## src/rtl/alu_meta_pkg.sv

```systemverilog
// ============================================================================
// Module      : alu_meta_pkg
// Description : Shared definitions for the metadata-modify pipeline: opcode
//               values, metadata field positions, action word field positions,
//               the decoded action record and a small opcode helper.
// Ports       : none (package)
// Revision    : 1.0 - initial release
// ============================================================================
`default_nettype none

package alu_meta_pkg;

  // Opcodes that rewrite metadata (all share the 2'b11 prefix)
  localparam logic [3:0] OP_PORT         = 4'b1100;
  localparam logic [3:0] OP_DISCARD      = 4'b1101;
  localparam logic [3:0] OP_MCAST        = 4'b1110;
  localparam logic [3:0] OP_PORT_DISCARD = 4'b1111;

  // Metadata field positions
  localparam int DST_PORT_LSB = 24;   // meta[31:24]
  localparam int DISCARD_BIT  = 128;  // meta[128]
  localparam int NTID_LSB     = 250;  // meta[255:250]

  // Action word field positions
  localparam int ACT_OP_LSB      = 21;  // action[24:21]
  localparam int ACT_DST_LSB     = 13;  // action[20:13]
  localparam int ACT_DISCARD_BIT = 12;  // action[12]
  localparam int ACT_NTID_LSB    = 5;   // action[10:5]

  typedef struct packed {
    logic [3:0] opcode;
    logic [7:0] dst_port;
    logic       discard;
    logic [5:0] ntid;
  } action_t;

  // True for the four opcodes that modify metadata (and stamp next_table_id)
  function automatic logic is_modify_op(input logic [3:0] opcode);
    return (opcode[3:2] == 2'b11);
  endfunction

endpackage : alu_meta_pkg

`default_nettype wire

```

## src/rtl/alu_meta_modify.sv

```systemverilog
// ============================================================================
// Module      : alu_meta_modify
// Description : Purely combinational metadata rewrite applied in stage 1.
//               Decodes the action word and patches dst_port, discard flag and
//               next_table_id fields of the metadata.
// Ports       : meta_in   [META_LEN]   metadata before modification
//               action_in [ACTION_LEN] action word
//               meta_out  [META_LEN]   metadata after modification
// Revision    : 1.0 - initial release
// ============================================================================
`default_nettype none

module alu_meta_modify
  import alu_meta_pkg::*;
#(
  parameter int META_LEN   = 256,
  parameter int ACTION_LEN = 25
) (
  input  logic [META_LEN-1:0]   meta_in,
  input  logic [ACTION_LEN-1:0] action_in,
  output logic [META_LEN-1:0]   meta_out
);

  action_t act;

  assign act.opcode   = action_in[ACT_OP_LSB +: 4];
  assign act.dst_port = action_in[ACT_DST_LSB +: 8];
  assign act.discard  = action_in[ACT_DISCARD_BIT];
  assign act.ntid     = action_in[ACT_NTID_LSB +: 6];

  // Reserved action bits ([11], [4:0], anything above [24]) are ignored
  logic unused_action;
  assign unused_action = &{1'b0, action_in};

  always_comb begin
    meta_out = meta_in;
    if (is_modify_op(act.opcode)) begin
      meta_out[NTID_LSB +: 6] = act.ntid;
    end
    case (act.opcode)
      OP_PORT: begin
        meta_out[DST_PORT_LSB +: 8] = act.dst_port;
      end
      OP_DISCARD: begin
        meta_out[DISCARD_BIT] = act.discard;
      end
      OP_MCAST: begin
        meta_out[DST_PORT_LSB +: 8] = meta_in[DST_PORT_LSB +: 8] | act.dst_port;
      end
      OP_PORT_DISCARD: begin
        meta_out[DST_PORT_LSB +: 8] = act.dst_port;
        meta_out[DISCARD_BIT]       = act.discard;
      end
      default: begin
        // pass-through
      end
    endcase
  end

endmodule : alu_meta_modify

`default_nettype wire

```

## src/rtl/alu_meta_pipe.sv

```systemverilog
// ============================================================================
// Module      : alu_meta_pipe
// Description : LATENCY-deep metadata modification pipeline. Stage 1 applies
//               the action to the metadata; later stages only delay it. The
//               whole pipe freezes while the output is valid and not taken.
// Ports       : clk, rst                      clock / sync active-high reset
//               comp_meta_data_in/_valid_in   metadata input
//               action_in/action_valid_in     action input (paired w/ meta)
//               in_ready                      pair accepted when both valid
//               comp_meta_data_out/_valid_out modified metadata output
//               out_ready                     downstream accept
//               pkt_cnt, drop_cnt             statistics (ALU_META_STATS_EN)
// Config      : `define ALU_META_STATS_EN to add the statistics counters.
// Revision    : 1.0 - initial release
// ============================================================================
`default_nettype none

module alu_meta_pipe
  import alu_meta_pkg::*;
#(
  parameter int META_LEN   = 256,
  parameter int ACTION_LEN = 25,
  parameter int LATENCY    = 4,
  parameter int CNT_W      = 32
) (
  input  logic                  clk,
  input  logic                  rst,
  input  logic [META_LEN-1:0]   comp_meta_data_in,
  input  logic                  comp_meta_data_valid_in,
  input  logic [ACTION_LEN-1:0] action_in,
  input  logic                  action_valid_in,
  output logic                  in_ready,
  output logic [META_LEN-1:0]   comp_meta_data_out,
  output logic                  comp_meta_data_valid_out,
  input  logic                  out_ready
`ifdef ALU_META_STATS_EN
  ,
  output logic [CNT_W-1:0]      pkt_cnt,
  output logic [CNT_W-1:0]      drop_cnt
`endif
);

  generate
    if (META_LEN < 256 || ACTION_LEN < 25 || LATENCY < 1 || LATENCY > 16 || CNT_W < 1)
    begin : g_bad_params
      $error("alu_meta_pipe: illegal parameter value");
    end
  endgenerate

  logic [META_LEN-1:0] stage_data_q [LATENCY];
  logic [META_LEN-1:0] stage_data_d [LATENCY];
  logic [LATENCY-1:0]  stage_valid_q;
  logic [LATENCY-1:0]  stage_valid_d;

  logic [META_LEN-1:0] modified_meta;
  logic                stall;
  logic                accept;

  alu_meta_modify #(
    .META_LEN   (META_LEN),
    .ACTION_LEN (ACTION_LEN)
  ) u_modify (
    .meta_in   (comp_meta_data_in),
    .action_in (action_in),
    .meta_out  (modified_meta)
  );

  // Stalls freeze every stage, so bubbles travel with the data
  assign stall    = stage_valid_q[LATENCY-1] && !out_ready;
  assign in_ready = !stall && !rst;
  assign accept   = comp_meta_data_valid_in && action_valid_in && in_ready;

  always_comb begin
    stage_valid_d = stage_valid_q;
    for (int k = 0; k < LATENCY; k++) begin
      stage_data_d[k] = stage_data_q[k];
    end
    if (!stall) begin
      stage_valid_d[0] = accept;
      stage_data_d[0]  = modified_meta;
      for (int k = 1; k < LATENCY; k++) begin
        stage_valid_d[k] = stage_valid_q[k-1];
        stage_data_d[k]  = stage_data_q[k-1];
      end
    end
  end

  always_ff @(posedge clk) begin
    if (rst) begin
      stage_valid_q <= '0;
      for (int k = 0; k < LATENCY; k++) begin
        stage_data_q[k] <= '0;
      end
    end else begin
      stage_valid_q <= stage_valid_d;
      for (int k = 0; k < LATENCY; k++) begin
        stage_data_q[k] <= stage_data_d[k];
      end
    end
  end

  assign comp_meta_data_out       = stage_data_q[LATENCY-1];
  assign comp_meta_data_valid_out = stage_valid_q[LATENCY-1];

`ifdef ALU_META_STATS_EN
  logic [CNT_W-1:0] pkt_cnt_q;
  logic [CNT_W-1:0] pkt_cnt_d;
  logic [CNT_W-1:0] drop_cnt_q;
  logic [CNT_W-1:0] drop_cnt_d;
  logic             drop_evt;

  // A drop is counted when a discard-flagged output is actually handed off
  assign drop_evt = comp_meta_data_valid_out && out_ready && comp_meta_data_out[DISCARD_BIT];

  always_comb begin
    pkt_cnt_d  = pkt_cnt_q;
    drop_cnt_d = drop_cnt_q;
    if (accept) begin
      pkt_cnt_d = pkt_cnt_q + CNT_W'(1);
    end
    if (drop_evt) begin
      drop_cnt_d = drop_cnt_q + CNT_W'(1);
    end
  end

  always_ff @(posedge clk) begin
    if (rst) begin
      pkt_cnt_q  <= '0;
      drop_cnt_q <= '0;
    end else begin
      pkt_cnt_q  <= pkt_cnt_d;
      drop_cnt_q <= drop_cnt_d;
    end
  end

  assign pkt_cnt  = pkt_cnt_q;
  assign drop_cnt = drop_cnt_q;
`endif

endmodule : alu_meta_pipe

`default_nettype wire

```

## config.mk

```make
export PLATFORM = sky130hd
export DESIGN_NAME = alu_meta_pipe
export DESIGN_NICKNAME = d
export VERILOG_FILES = /design/src/rtl/alu_meta_pkg.sv /design/src/rtl/alu_meta_modify.sv /design/src/rtl/alu_meta_pipe.sv
export SDC_FILE = /design/constraint.sdc
export NUM_CORES = 2
export LEC_CHECK = 0
export CORE_MARGIN = 4
export CORE_UTILIZATION = 54
export CTS_CLUSTER_SIZE = 14
export DETAILED_ROUTE_END_ITERATION = 16
export PLACE_DENSITY = 0.79
export SLEW_MARGIN = 25
export SYNTH_ARGS = -nofsm -noshare
export SYNTH_HDL_FRONTEND = slang
export SYNTH_HIERARCHICAL = 1
export SYNTH_SLANG_ARGS = --single-unit
```

## constraint.sdc

```tcl
create_clock -name clk -period 1.83 [get_ports clk]
set_clock_uncertainty 0.2 [all_clocks]
set_input_delay 0.2745 -clock clk [delete_from_list [all_inputs] [get_ports clk]]
set_output_delay 0.2745 -clock clk [all_outputs]
set_load 0.01 [all_outputs]
```

== After elaboration in Yosys (flattened, before gate mapping) ==
Memories as Yosys holds them, arrays and structs flattened.
Index checks and enable logic that the tools add are counted.

* Equal/unequal tests: 5
* Mux-type cells: 11
* Bitwise gates (word level): 5
* Reduce and logical (&&, ||, !) cells: 9

{| class="wikitable"
|+ Operator list
! kind !! count
|-
| $mux 1024 || 1
|-
| $mux 256 || 4
|-
| $eq 4x4->1 const B || 4
|-
| $pmux 8 s2 || 1
|-
| $or 8x8->8 || 1
|-
| $mux 6 || 1
|-
| $logic_and 1x1->1 || 4
|-
| $mux 1 || 4
|-
| $or 1x1->1 || 4
|-
| $reduce_or 2->1 || 2
|-
| $logic_not 1->1 || 3
|-
| $eq 2x2->1 const B || 1
|}

* Bits of input ports: 286
* Output and inout bits: 258
* Memory bits (writable): 1024
* Memories kept: 1
* Register bits after elaboration: 4
* Word-level logic and storage cells: 32

{| class="wikitable"
|+ Memories
! name !! depth !! bits a word !! rd ports !! clocked after Yosys merged registers in !! wr ports !! line !! source
|-
| stage_data_q || 4 || 256 || 4 || 0 || 4 || alu_meta_pipe.sv:50 || <nowiki>logic [META_LEN-1:0] stage_data_q [LATENCY];</nowiki>
|}

== Depth between registers and ports, before layout ==
* Word-level depth: 5
* Depth in mapped cells: 7
* Gate-level depth less buffers: 5

== Cells and area by module ==
The synthesis kept the hierarchy.

{| class="wikitable"
|+ By module, submodules not included
! module !! sequential area each (sq um) !! cells each !! times used !! area each (sq um)
|-
| alu_meta_pipe || 20579.7 || 4456 || 1 || 35101.2
|-
| alu_meta_modify || 0.0 || 289 || 1 || 2218.4
|}

== Worst setup path after synthesis ==
No wires, ideal clock.

* Path kind: reg-to-output
* From: reg stage_valid_q[3]
* To: out in_ready
* Arrival time: 1.106 ns
* Buffers on the path: 2
* Path slack: 0.250 ns
* Cell stages (with the launch flop): 5
* Required time: 1.355 ns
* Cell sequence: dfxtp_1 -> nor2b_1 -> buf_4 -> clkbuf_1 -> nor2_1

* Cells in the longest elaborated chain, start to end: 3

{| class="wikitable"
|+ RTL lines
! item !! line !! source
|-
| start: declaration || alu_meta_pipe.sv:52 || <nowiki>logic [LATENCY-1:0] stage_valid_q;</nowiki>
|-
| start signal: assignment || alu_meta_pipe.sv:95 || <nowiki>stage_valid_q <= stage_valid_d;</nowiki>
|-
| $logic_and 1x1->1 || alu_meta_pipe.sv:69 || <nowiki>assign stall = stage_valid_q[LATENCY-1] && !out_ready;</nowiki>
|-
| $logic_not 1->1 || - ||
|-
| $logic_and 1x1->1 || alu_meta_pipe.sv:70 || <nowiki>assign in_ready = !stall && !rst;</nowiki>
|-
| end: declaration || alu_meta_pipe.sv:32 || <nowiki>output logic in_ready,</nowiki>
|}

Every way passes these cells.

==> metrics.txt <==
CTS Sinks=1028; Seq cells post-synth=1028; core box area=a little under 70000 µm²; Setup WS post-layout=32.2 ps; Post-Syn Instances=4745; register share of total power=between 40% and 50%; clock tree from TritonCTS=yes; num rows=96; CP Cell Sequence=dlygate4sd2_1; FF-to-FF Start=stage_valid_q[3]$_SDFFE_PP0N_; combinational share of power=under 10%; Ports=between 500 and 600; sequential area share after synthesis=roughly 55%; post-synth top area cell=dfxtp_1; Synth Area in Compound Gates=between 10 and 15%; share of cells above drive strength 1=6.86%; fin crit period=between 1500 and 2000 ps; slowest stage cell, crit path=dfxtp_1; Worst-Skew Late Latency=around 650 ps; root buffer cell=clkbuf_16; Crit path arrival time=approximately 1300 ps; gr ovfl total=0; Clock power frac=between 40% and 50%; M3 GR Usage=under 10%; Die Y=between 200 and 300 µm; post-DP HPWL=just under 60 mm; GP Congestion=approximately 0.81; first-pass GRT wire length=~150 mm; Port Buffers=537; FF-to-FF path depth=6; simple-gate share of the synthesized area=between 20% and 30%; area share of fa/ha/maj cells after synthesis=0%; R2R setup slack=approximately 90 ps; crit path launch=stage_data_q[3][192]$_SDFFE_PP0N_; status=finished clean; vias in the first global route=29300; Reg clk slew, reported paths=60 ps; Critical Path Max Stage Delay=between 300 and 400 ps; initial antenna violation count=2; antenna viol nets, final=0; Initial Util=54.4%; First DRT Iteration DRCs=roughly 2600; total CTS buffers=100; Critical Path RT=1360 ps; RSZ-0062 raised after global routing=true; Leak=18.7 nW; max-cap violations=0; Die ar.=about 73000 µm²; mapped cell area=about 37000 µm²; Critical Path End Type=output port; Worst VDD drop=roughly 0.9 mV; # DRC=0; worst slew pin tran=769 ps; DR pass1 iterations=6; sw power=10.4 mW; total track usage=between 20% and 30%; Ys Warns=6; largest family of logic cells by synthesized area=simple AND/OR/NAND/NOR gates; Setup-failing EPs final=0; Crit Path Category=reg2out; busiest grt layer=met2; Critical Path Source Type=register; pre-CTS setup slack=-288 ps; period utilization=between 90% and 100%; Net Sw Frac=between 20% and 30%; via count=31200; top cells by area, synth=dfxtp_1 (55%), nand2_1 (21%), a21oi_1 (14%), buf_4 (5.5%), buf_2 (2.5%); worst r2r dst=stage_data_q[2][91]$_SDFFE_PP0N_; Max H-tree Level=3; crit path to=comp_meta_data_out[192]; PwrDens=1010 nW/µm²; synthesized area per cell=7.87 µm²; area delta synth->final=26.5%; mux cell area share after synthesis=less than 1%; setup TNS=0 ps; fin util=a little under 70%; largest net degree at the start of global routing=between 100 and 150; Horiz. Die Dim=approximately 270 µm; CP bufs+invs=1; Yosys cell types=23; Final Hold Fails=0; syn nets=approximately 5000; Synth top area share=a little under three fifths; Total Wirelength=between 90 and 100 mm; Design Power=between 40 and 50 mW; Max FO, Critical Path=2; delay-heaviest family, CP=flip-flops; internal power=between 30 and 40 mW; GR Util met1=between 30% and 40%; post-synthesis xor/xnor area fraction=0%; Global Route met2 Usage=around 40%; max-slew violations=0; worst relative slew slack=48.7%; Crit path depth=1; max frequency=around 560 MHz; Hold Slack=around 5.7 ps; drt via density=slightly above 5; Final Net Count=roughly 5400; Clock Path Buffers=3; Worst Hold Class=in2reg; Routed wire per std cell=roughly 15 µm
[worst register-to-register path, stage by stage (launching register included)]
cell and delay, ps:
dfxtp_2 320, nor2b_4 190, buf_4 140, buf_12 190, buf_16 280, nand2_1 190
a21oi_2 140
[metal layers]
layer / vias up / share of wire [%]
met5: - / 0
met4: 0 / 5.1
met3: 244 / 5.0
met2: 854 / 48
met1: 14500 / 42
li1: 15700 / -
[synth_stat cells, drive strengths merged]
master and number:
buf 470, nand3 1, a21oi 1027, clkbuf 118, a2bb2oi 8, mux2 7, o221ai 8, nand2 2054
a21boi 1, nand3b 8, nor2b 1, nand2b 1, inv 8, and2 1, dfxtp 1028, clkinv 1
nor2 3
[layout by cell type, fill, tap and decap left out, types with 20 or more instances in the layout]
cell and n:
clkbuf_16 102, nand2_1 2054, clkbuf_1 20, clkbuf_2 20, buf_4 72, dlygate4sd3_1 167, clkdlybuf4s15_1 44, clkdlybuf4s50_1 278
a21oi_1 1026, dlygate4sd2_1 187, dfxtp_1 1021, buf_12 72, clkbuf_8 26
[area by class of cell]
class	count	area, µm²
clock inverters	35	469
inverters	9	33.8
clock buffers	148	2990
fillers	5213	21400
repair buffers	850	8740
multi-input cells	3120	13200
flip-flops and latches	1028	20600
diodes	2	5.00
well taps	931	1160
[power groups by stage]
stage	registers, mW	clock network (mW)	logic (mW)
after CTS	23.6	21.4	2.79
final	23.6	21.1	2.82
after global routing	23.7	22.4	3.09
after detailed placement	24.1	0	2.53
after global placement	24.1	0	2.49
after floorplan	24.1	0	1.60
[state kept, by name, indices dropped and copies added (netlist names)]
| signal | cells |
|---|---|
| stage_valid_q | 4 |
| stage_data_q | 1024 |
[worst min-delay path by stage]
| stage | end | from | slack (ps) | cells past startpoint |
|---|---|---|---|---|
| 6_report | stage_data_q[0][77]$_SDFFE_PP0N_ | comp_meta_data_in[77] | 6 | 3 |
| 5_1_grt | stage_data_q[0][77]$_SDFFE_PP0N_ | comp_meta_data_in[77] | 5 | 3 |
| 4_1_cts | stage_data_q[0][190]$_SDFFE_PP0N_ | comp_meta_data_in[190] | 0.8 | 3 |
| 3_5_place_dp | stage_data_q[3][100]$_SDFFE_PP0N_ | stage_data_q[3][100]$_SDFFE_PP0N_ | 240 | 2 |
| 3_3_place_gp | stage_data_q[3][116]$_SDFFE_PP0N_ | stage_data_q[3][116]$_SDFFE_PP0N_ | 240 | 2 |
| 2_1_floorplan | stage_valid_q[0]$_SDFFE_PP0N_ | action_valid_in | 230 | 2 |
[through the flow]
stage	instances	cell area, µm²
floorplan	4745	37300
global placement	5770	42400
detailed placement	5770	42400
CTS	6120	47200
global route	6122	47200
finish	6123	47200
[kinds of logic after synthesis]
family                 after synthesis
and+or+nand+nor                   2069
AOI/OAI and AO/OA                 1044
DFF                               1028
buffers and inverters              597
muxes                                7
[what timing repair did]
action | 4_1_cts | 5_1_grt
pin swaps | 0 | 0
gates resized for setup | 312 | 59
setup endpoints to repair | 258 | 47
hold buffers | 167 | 0
endpoints found under the hold margin | 253 | 0
setup buffers | 0 | 1
Note: power is estimated with default switching activity, not from simulation.
